===== config.mk =====
export PLATFORM = sky130hd
export DESIGN_NAME = avn_sram_ctrl
export DESIGN_NICKNAME = d
export VERILOG_FILES = /design/src/rtl/avn_sram_ctrl_pkg.sv /design/src/rtl/avn_sram_ctrl.sv
export SDC_FILE = /design/constraint.sdc
export NUM_CORES = 1
export LEC_CHECK = 0
export ABC_AREA = 1
export BUFFER_PORTS_ARGS = -buffer_cell sky130_fd_sc_hd__clkbuf_2
export CORE_ASPECT_RATIO = 0.7
export CORE_MARGIN = 2
export CORE_UTILIZATION = 47
export DETAILED_ROUTE_END_ITERATION = 8
export PLACE_DENSITY = 0.81
export SLEW_MARGIN = 10
export SYNTH_ARGS = -nofsm -noshare
export SYNTH_HDL_FRONTEND = slang
export SYNTH_SLANG_ARGS = --single-unit

===== constraint.sdc =====
create_clock -name clk -period 2.7 [get_ports clk]
set_input_delay 0.27 -clock clk [delete_from_list [all_inputs] [get_ports clk]]
set_output_delay 0.27 -clock clk [all_outputs]
set_load 0.01 [all_outputs]

===== src/rtl/avn_sram_ctrl_pkg.sv =====
// Shared Avalon-MM request/response types and SRAM controller defaults.
package avn_sram_ctrl_pkg;

    localparam int SRAM_AW_DEFAULT = 18;

    typedef struct packed {
        logic        read;
        logic        write;
        logic [31:0] address;
        logic [3:0]  byte_enable;
        logic [31:0] writedata;
    } avalon_req_t;

    typedef struct packed {
        logic        waitrequest;
        logic [31:0] readdata;
    } avalon_resp_t;

endpackage


===== src/rtl/avn_sram_ctrl.sv =====
// Avalon-MM responder for a 16-bit asynchronous SRAM.
// Each 32-bit access is split into a low and a high halfword phase.
// Halfwords whose byte enables are all clear are skipped.
// All SRAM strobes are registered and computed from the next state, so the
// pins change one cycle before the phase they belong to.
// SRAM_AW must be at most 30 so that the unused upper address bits exist.
//
//   state | meaning
//   IDLE  | waiting for a read or write request
//   LO    | halfword 0 access (byte_enable[1:0])
//   HI    | halfword 1 access (byte_enable[3:2])
//   ACK   | waitrequest released, request accepted this cycle
module avn_sram_ctrl
    import avn_sram_ctrl_pkg::*;
#(
    parameter int SRAM_AW     = SRAM_AW_DEFAULT,
    parameter int WAIT_CYCLES = 1
) (
    input  logic               clk,
    input  logic               rst,
    input  avalon_req_t        avn_req,
    output avalon_resp_t       avn_resp,
    output logic [SRAM_AW-1:0] sram_addr,
    output logic [15:0]        sram_dq_out,
    output logic               sram_dq_oe,
    input  logic [15:0]        sram_dq_in,
    output logic               sram_ce_n,
    output logic               sram_oe_n,
    output logic               sram_we_n,
    output logic               sram_ub_n,
    output logic               sram_lb_n
);

    typedef enum logic [1:0] {IDLE, LO, HI, ACK} state_t;

    localparam logic [3:0] WC_LAST = 4'(WAIT_CYCLES);

    state_t             state_q, state_d;
    logic [3:0]         cnt_q, cnt_d;
    logic [31:0]        rdata_q, rdata_d;
    logic [SRAM_AW-1:0] addr_q, addr_d;
    logic [15:0]        dq_out_q, dq_out_d;
    logic               dq_oe_q, dq_oe_d;
    logic               ce_n_q, ce_n_d;
    logic               oe_n_q, oe_n_d;
    logic               we_n_q, we_n_d;
    logic               ub_n_q, ub_n_d;
    logic               lb_n_q, lb_n_d;

    logic       req_any, is_wr, is_rd, be_lo, be_hi, phase_end;
    logic       in_phase_d, hi_d;
    logic [1:0] be_half_d;
    logic       unused_addr;

    // Simultaneous read and write is handled as a write.
    assign req_any   = avn_req.read | avn_req.write;
    assign is_wr     = avn_req.write;
    assign is_rd     = avn_req.read & ~avn_req.write;
    assign be_lo     = |avn_req.byte_enable[1:0];
    assign be_hi     = |avn_req.byte_enable[3:2];
    assign phase_end = (cnt_q == WC_LAST);

    assign unused_addr = ^{avn_req.address[1:0], avn_req.address[31:SRAM_AW+1]};

    assign avn_resp.waitrequest = req_any & (state_q != ACK);
    assign avn_resp.readdata    = rdata_q;

    assign sram_addr   = addr_q;
    assign sram_dq_out = dq_out_q;
    assign sram_dq_oe  = dq_oe_q;
    assign sram_ce_n   = ce_n_q;
    assign sram_oe_n   = oe_n_q;
    assign sram_we_n   = we_n_q;
    assign sram_ub_n   = ub_n_q;
    assign sram_lb_n   = lb_n_q;

    // Next state and phase counter; the counter restarts at every phase entry.
    always_comb begin
        state_d = state_q;
        cnt_d   = cnt_q;
        case (state_q)
            IDLE: begin
                if (req_any) begin
                    cnt_d = 4'd0;
                    if (be_lo)      state_d = LO;
                    else if (be_hi) state_d = HI;
                    else            state_d = ACK;
                end
            end
            LO: begin
                if (phase_end) begin
                    cnt_d   = 4'd0;
                    state_d = be_hi ? HI : ACK;
                end else begin
                    cnt_d = cnt_q + 4'd1;
                end
            end
            HI: begin
                if (phase_end) begin
                    cnt_d   = 4'd0;
                    state_d = ACK;
                end else begin
                    cnt_d = cnt_q + 4'd1;
                end
            end
            ACK:     state_d = IDLE;
            default: state_d = IDLE;
        endcase
    end

    // SRAM pin values for the coming cycle; we_n releases on the last phase cycle for hold.
    always_comb begin
        in_phase_d = (state_d == LO) || (state_d == HI);
        hi_d       = (state_d == HI);
        be_half_d  = hi_d ? avn_req.byte_enable[3:2] : avn_req.byte_enable[1:0];
        ce_n_d     = ~in_phase_d;
        oe_n_d     = ~(in_phase_d & is_rd);
        we_n_d     = ~(in_phase_d & is_wr & (cnt_d != WC_LAST));
        ub_n_d     = ~(in_phase_d & be_half_d[1]);
        lb_n_d     = ~(in_phase_d & be_half_d[0]);
        dq_oe_d    = in_phase_d & is_wr;
        addr_d     = addr_q;
        dq_out_d   = dq_out_q;
        if (in_phase_d) begin
            addr_d = {avn_req.address[SRAM_AW:2], hi_d};
        end
        if (in_phase_d && is_wr) begin
            dq_out_d = hi_d ? avn_req.writedata[31:16] : avn_req.writedata[15:0];
        end
    end

    // Read data: a new read starts from zero so skipped or disabled bytes return 0.
    always_comb begin
        rdata_d = rdata_q;
        if (state_q == IDLE && is_rd) begin
            rdata_d = '0;
        end
        if (state_q == LO && phase_end && is_rd) begin
            rdata_d[15:8] = avn_req.byte_enable[1] ? sram_dq_in[15:8] : 8'h00;
            rdata_d[7:0]  = avn_req.byte_enable[0] ? sram_dq_in[7:0]  : 8'h00;
        end
        if (state_q == HI && phase_end && is_rd) begin
            rdata_d[31:24] = avn_req.byte_enable[3] ? sram_dq_in[15:8] : 8'h00;
            rdata_d[23:16] = avn_req.byte_enable[2] ? sram_dq_in[7:0]  : 8'h00;
        end
    end

    // Register file: reset parks every strobe inactive immediately.
    always_ff @(posedge clk or posedge rst) begin
        if (rst) begin
            state_q  <= IDLE;
            cnt_q    <= 4'd0;
            rdata_q  <= '0;
            addr_q   <= '0;
            dq_out_q <= '0;
            dq_oe_q  <= 1'b0;
            ce_n_q   <= 1'b1;
            oe_n_q   <= 1'b1;
            we_n_q   <= 1'b1;
            ub_n_q   <= 1'b1;
            lb_n_q   <= 1'b1;
        end else begin
            state_q  <= state_d;
            cnt_q    <= cnt_d;
            rdata_q  <= rdata_d;
            addr_q   <= addr_d;
            dq_out_q <= dq_out_d;
            dq_oe_q  <= dq_oe_d;
            ce_n_q   <= ce_n_d;
            oe_n_q   <= oe_n_d;
            we_n_q   <= we_n_d;
            ub_n_q   <= ub_n_d;
            lb_n_q   <= lb_n_d;
        end
    end

endmodule


==> results of run 1 <==
stage by stage:
| step | instances | area, um^2 | worst slack [ns] |
|---|---|---|---|
| floorplan | 390 | 3450 | 0.443 |
| global placement | 623 | 4290 | 0.279 |
| detailed placement | 623 | 4290 | 0.156 |
| CTS | 639 | 4500 | 0.0999 |
| global route | 639 | 4500 | -0.0130 |
| finish | 639 | 4500 | 0.187 |
final timing paths:
| kind | start | endpoint | slack, ns | cells past startpoint |
|---|---|---|---|---|
| max | cnt_q[1]$_DFF_PP0_ | sram_dq_out[4]$_DFFE_PP0P_ | 0.19 | 11 |
| min | rst | sram_addr[3]$_DFFE_PP0N_ | 0.03 | 2 |
| max reg2reg | cnt_q[1]$_DFF_PP0_ | sram_dq_out[4]$_DFFE_PP0P_ | 0.19 | 11 |
| min reg2reg | sram_addr[11]$_DFFE_PP0N_ | sram_addr[11]$_DFFE_PP0N_ | 0.48 | 2 |
| max in group asynchronous | rst | sram_lb_n$_DFF_PP1_ | 1.95 | 3 |
| min in group clk | avn_req[53] | sram_addr[16]$_DFFE_PP0N_ | 0.12 | 3 |
cell usage in the layout (no fill, tap or decap), types with 2 or more instances in the layout:
master,instances
clkbuf_2,145
bufinv_16,2
ha_1,9
clkinv_1,2
inv_1,49
clkbuf_8,9
dfstp_2,5
nand2_2,2
o21ai_0,13
nand2_1,111
a31oi_1,16
nor2_4,2
nor2_1,26
a21oi_1,5
buf_4,2
buf_12,2
dfrtp_1,73
nand3_1,29
clkinv_2,3
o31ai_1,11
nand4_1,2
clkinv_4,2
o22ai_1,11
inv_2,2
cell families after synthesis:
family	after synthesis
AOI/OAI and AO/OA	59
buffers and inverters	69
and+or+nand+nor	175
adders and majority gates	9
DFF	78
metal layers:
layer	wire length, um	vias up	global-route usage, %
li1	-	1550	-
met1	3740	1521	26.9
met2	4200	105	36.0
met3	538	10	5.47
met4	84	0	7.65
met5	0	-	0
sequential cells by signal, indices dropped and copies added (netlist names):
register     flops
cnt_q            4
rdata_q         32
sram_addr       18
sram_ce_n        1
sram_dq_oe       1
sram_dq_out     16
sram_lb_n        1
sram_oe_n        1
sram_ub_n        1
sram_we_n        1
state_q          2
power breakdown:
group,switching (mW),internal [mW]
clock network,0.414,0.521
registers,0.253,1.67
logic,1.69,0.958
what timing repair did:
action | in CTS | in global routing
gates resized for setup | 0 | 1
setup endpoints to repair | 0 | 18
hold endpoints to repair | 0 | 0
worst max-delay path, delay by kind of cell, from the launching register on:
family | cells | cell delay, ns
AO/OA/AOI/OAI | 3 | 0.52
adder cells (fa/ha/maj) | 2 | 0.66
buffers and inverters | 2 | 0.25
flip-flops | 1 | 0.41
AND/OR/NAND/NOR | 4 | 0.56
final cells by class:
| cell class | count | share of cell area, % |
|---|---|---|
| Clock buffer | 10 | 2.83 |
| Clock inverter | 6 | 1.94 |
| Inverter | 55 | 4.69 |
| Multi-Input combinational cell | 243 | 27.0 |
| Sequential cell | 78 | 43.5 |
| Tap cell | 98 | 2.72 |
| Timing Repair Buffer | 149 | 17.3 |
==> flow_summary.yaml, run 1 <==
die:
  rows: 26
  die_y_um: 75.7
  die_area_mm2: 0.00805
  initial_utilization_pct: 48.0
  pin_count: 161
  core_area_mm2: 0.00719
  die_w_um: 106
clock_tree:
  numCtsBuffers: 9
  post-cts-setup-buffers: 0
  cts_tree: "built"
  clkLatencyLatePin_ns: 0.34
  clk_pin_slew_ns: 0.08
  h-tree-depth: 3
  holdBufCountCts: 0
  clock_path_buffers: 2
  clkSinkCount: 78
  cts_root_buffer: "clkbuf_8"
final_layout:
  register_area_mm2: 0.00196
  drive_gt1_share_pct: 33.5
  antennaDiodeCount: 0
  multi_input_area_mm2: 0.00122
  final_nets: 633
  fillers: 623
  final_core_util_pct: 62.7
  area_growth_pct: 30.5
global_routing:
  grt_max_degree: 45
  grt_usage_pct: 21.1
  grt_pass1_wl_mm: 13.3
  overflow: 0
  antenna_found_initial: 0
  grt_pass1_vias: 2837
job:
  max_cap_violations: 0
synthesis:
  synth_top_family_by_area: "simple AND/OR/NAND/NOR gates"
  synth_flop_cell: "dfrtp_1"
  synthArstFlopShare_pct: 100
  ys_top_cells_by_area: "dfrtp_1 53%, nand2_1 12%, inv_1 5.4%, nand3_1 4.2%, dfstp_2 3.8%"
  synth-compound-area-share_pct: 10.5
  postSynthNetCount: 487
  synth_edf_count: 0
  synth.largest_area_cell: "dfrtp_1"
  synth-seq-cells: 78
  yosysMostFrequentCell: "nand2_1"
  synth_cell_type_count: 28
  synth_top_cell_area_share_pct: 52.9
  synth_xor_area_share_pct: 0
  avgSynthCellArea_um2: 8.85
  synth_common_cells: "111 x nand2_1, 73 x dfrtp_1, 50 x inv_1"
  synth-simple-area-share_pct: 21.5
  syn_area_mm2: 0.00345
  syn_inst: 390
  synth_fa_ha_area_share_pct: 3.26
  ys_seq_area_share_pct: 56.7
  synth_warnings: 0
  synthMuxAreaShare_pct: 0
place:
  io_buffers: 145
  dp_hpwl_mm: 6.32
  place_congestion: 0.852
timing:
  setup_viol: 0
  finalCritPeriodShare_pct: 93.1
  fmax_ghz: 0.398
  tns_ns: 0
  hold_viol: 0
  min_period_ns: 2.51
  hold_ws_ns: 0.0323
  slew_viol_final: 0
  fin_skew_ns: 0.00993
  worst_pin_slew_ns: 0.788
  max-slew-margin-rel_pct: 47.4
route:
  routedWlPerCell_um: 13.4
  vias: 3186
  viasPerCell: 4.99
  drt-initial-drc-count: 198
  wirelength_mm: 8.56
  ant_nets: 0
  firstDrtPassIters: 5
  route.detailed.drc: 0
setup_path:
  crit_chain: "inv_1, ha_1, nand3_4, a21boi_0, o21ai_0, nand3_1, ha_1, nor2_2, buf_12, nor2_1, a31oi_1"
  worstPathRequired_ns: 2.95
  crit_path_frequent_cell: "ha_1"
  crit_fanout: 34
  endpoint_kind: "flop"
  critPathKind: "flop to flop"
  cp_slowest_cell: "ha_1"
  worst_setup_path_start_kind: "flop"
  crit_arrival_ns: 2.76
  max_stage_delay_ns: 0.44
power:
  power_mw: 5.51
  power_density_mw_per_mm2: 1220
  irDropWorstVdd_mv: 0.555
  p_leak_nw: 2.48
hold_path:
  hold_class: "input port to asynchronous set/reset pin"
outcome:
  status: "completed"
Note: power is estimated with default switching activity, not from simulation.
==> run 2, diff against run 1 <==
--- a/config.mk
+++ b/config.mk
@@ -7,7 +7,7 @@
 export LEC_CHECK = 0
 export ABC_AREA = 1
 export BUFFER_PORTS_ARGS = -buffer_cell sky130_fd_sc_hd__clkbuf_2
-export CORE_ASPECT_RATIO = 0.7
+export CORE_ASPECT_RATIO = 1.25
 export CORE_MARGIN = 2
 export CORE_UTILIZATION = 47
 export DETAILED_ROUTE_END_ITERATION = 8
==> flow_summary.yaml, run 2 (synthesis gave the netlist of run 1 again) <==
outcome:
  status: "completed"
clock_tree:
  clkLatencyLatePin_ns: 0.34
  clk_pin_slew_ns: 0.08
  post-cts-setup-buffers: 0
  clkSinkCount: 78
  numCtsBuffers: 9
  clock_path_buffers: 2
  cts_tree: "built"
  cts_root_buffer: "clkbuf_8"
  h-tree-depth: 3
die:
  initial_utilization_pct: 49.2
  die_area_mm2: 0.00805
  pin_count: 161
  die_w_um: 80.6
  core_area_mm2: 0.00702
  die_y_um: 99.8
  rows: 34
route:
  wirelength_mm: 8.11
  viasPerCell: 4.92
  routedWlPerCell_um: 12.8
  ant_nets: 0
  route.detailed.drc: 0
  drt-initial-drc-count: 105
  firstDrtPassIters: 4
  vias: 3111
timing:
  worst_pin_slew_ns: 0.660
  max-slew-margin-rel_pct: 56.0
  finalCritPeriodShare_pct: 90.0
  tns_ns: 0
  fin_skew_ns: 0.0168
  rsz0062_at_grt: "false"
  hold_viol: 0
  fmax_ghz: 0.411
  slew_viol_final: 0
  min_period_ns: 2.43
  setup_viol: 0
global_routing:
  grt_max_degree: 79
  antenna_found_initial: 0
  grt_pass1_wl_mm: 13.3
  grt_pass1_vias: 3070
  grt_usage_pct: 20.8
  overflow: 0
hold_path:
  hold_class: "input port to flop"
final_layout:
  antennaDiodeCount: 0
  multi_input_area_mm2: 0.00122
  largest_reg_flops: 32
  final_area_mm2: 0.00451
  mostFrequentLayoutCells: "145 x clkbuf_2, 111 x nand2_1, 73 x dfrtp_1"
  final_nets: 634
  largest-register: "rdata_q"
  register_area_mm2: 0.00196
  area_growth_pct: 30.7
  fillers: 581
  drive_gt1_share_pct: 33.4
  final_common_cell: "clkbuf_2"
power:
  power_density_mw_per_mm2: 1220
  irDropWorstVdd_mv: 1.04
  p_leak_nw: 2.48
setup_path:
  worstPathRequired_ns: 2.92
  endpoint_kind: "flop"
  crit_fanout: 18
  critPathKind: "flop to flop"
  worst_setup_path_start_kind: "flop"
  crit_arrival_ns: 2.65
place:
  place_congestion: 0.833
  place_area_mm2: 0.00428
  io_buffers: 145
  dp_hpwl_mm: 5.89
job:
  max_cap_violations: 0
## run 2: cell count changes in the layout (fill, tap and decap cells not counted), sizes merged
cell         previous run  this run
clkbuf                155       156
clkinvlp                1         2
clkinv                  7         4
dlygate4sd3             0         1
inv                    51        52
## run 2: final timing paths
| path | startpoint | endpoint | slack [ns] | cells after the start |
|---|---|---|---|---|
| max | cnt_q[1]$_DFF_PP0_ | sram_addr[15]$_DFFE_PP0N_ | 0.27 | 10 |
| min | avn_req[41] | sram_addr[4]$_DFFE_PP0N_ | 0.12 | 3 |
| max reg2reg | cnt_q[1]$_DFF_PP0_ | sram_addr[15]$_DFFE_PP0N_ | 0.27 | 10 |
| min reg2reg | sram_addr[5]$_DFFE_PP0N_ | sram_addr[5]$_DFFE_PP0N_ | 0.49 | 2 |
| max in group asynchronous | rst | sram_oe_n$_DFF_PP1_ | 1.80 | 4 |
| min in group asynchronous | rst | rdata_q[26]$_DFFE_PP0P_ | 0.52 | 4 |
## run 2: per-layer routing
metal | global-route usage [%] | vias up | wire (um)
met5 | 0 | - | 0
met4 | 8.47 | 0 | 82
met3 | 3.87 | 6 | 539
met2 | 35.3 | 118 | 3950
met1 | 26.0 | 1446 | 3540
li1 | - | 1541 | -
## run 2: what timing repair did
action | in CTS | in global routing
endpoints found under the hold margin | 24 | 0
resized for setup | 0 | 1
setup endpoints to repair | 0 | 18
hold buffers | 1 | 0
## run 2: power by group
group          internal, mW  switching (mW)
registers              1.67           0.252
clock network         0.548           0.415
logic                 0.957            1.65
total                  3.17            2.32
## run 2: critical path, cell delays in order (launching register included)
cell and delay [ns]:
dfrtp_1 0.42, inv_1 0.07, ha_1 0.21, nand3_4 0.17, a21boi_0 0.10, o21ai_0 0.15, nand3_1 0.13, ha_1 0.49
clkinvlp_4 0.36, nand2_1 0.15, nand2_1 0.06
## run 2: layout make-up
| type | instances | area share (%) |
|---|---|---|
| timing repair buffer | 150 | 17.5 |
| multi-input combinational | 243 | 27.0 |
| clock buffer | 11 | 3.13 |
| tap | 90 | 2.50 |
| sequential | 78 | 43.4 |
| clock inverter | 5 | 1.80 |
| inverter | 55 | 4.69 |
## run 2: stage by stage
stage          util, %  worst slack [ns]  hold slack [ns]  instances  total power, mW
2_1_floorplan        -             0.443            0.348        390             3.64
3_3_place_gp      60.9             0.279            0.367        615             4.44
3_5_place_dp      60.9             0.119            0.370        615             4.58
4_1_cts           64.2             0.117            0.101        632             5.53
5_1_grt           64.3            0.0165            0.111        632             5.95
6_report          64.3             0.269            0.121        632             5.49
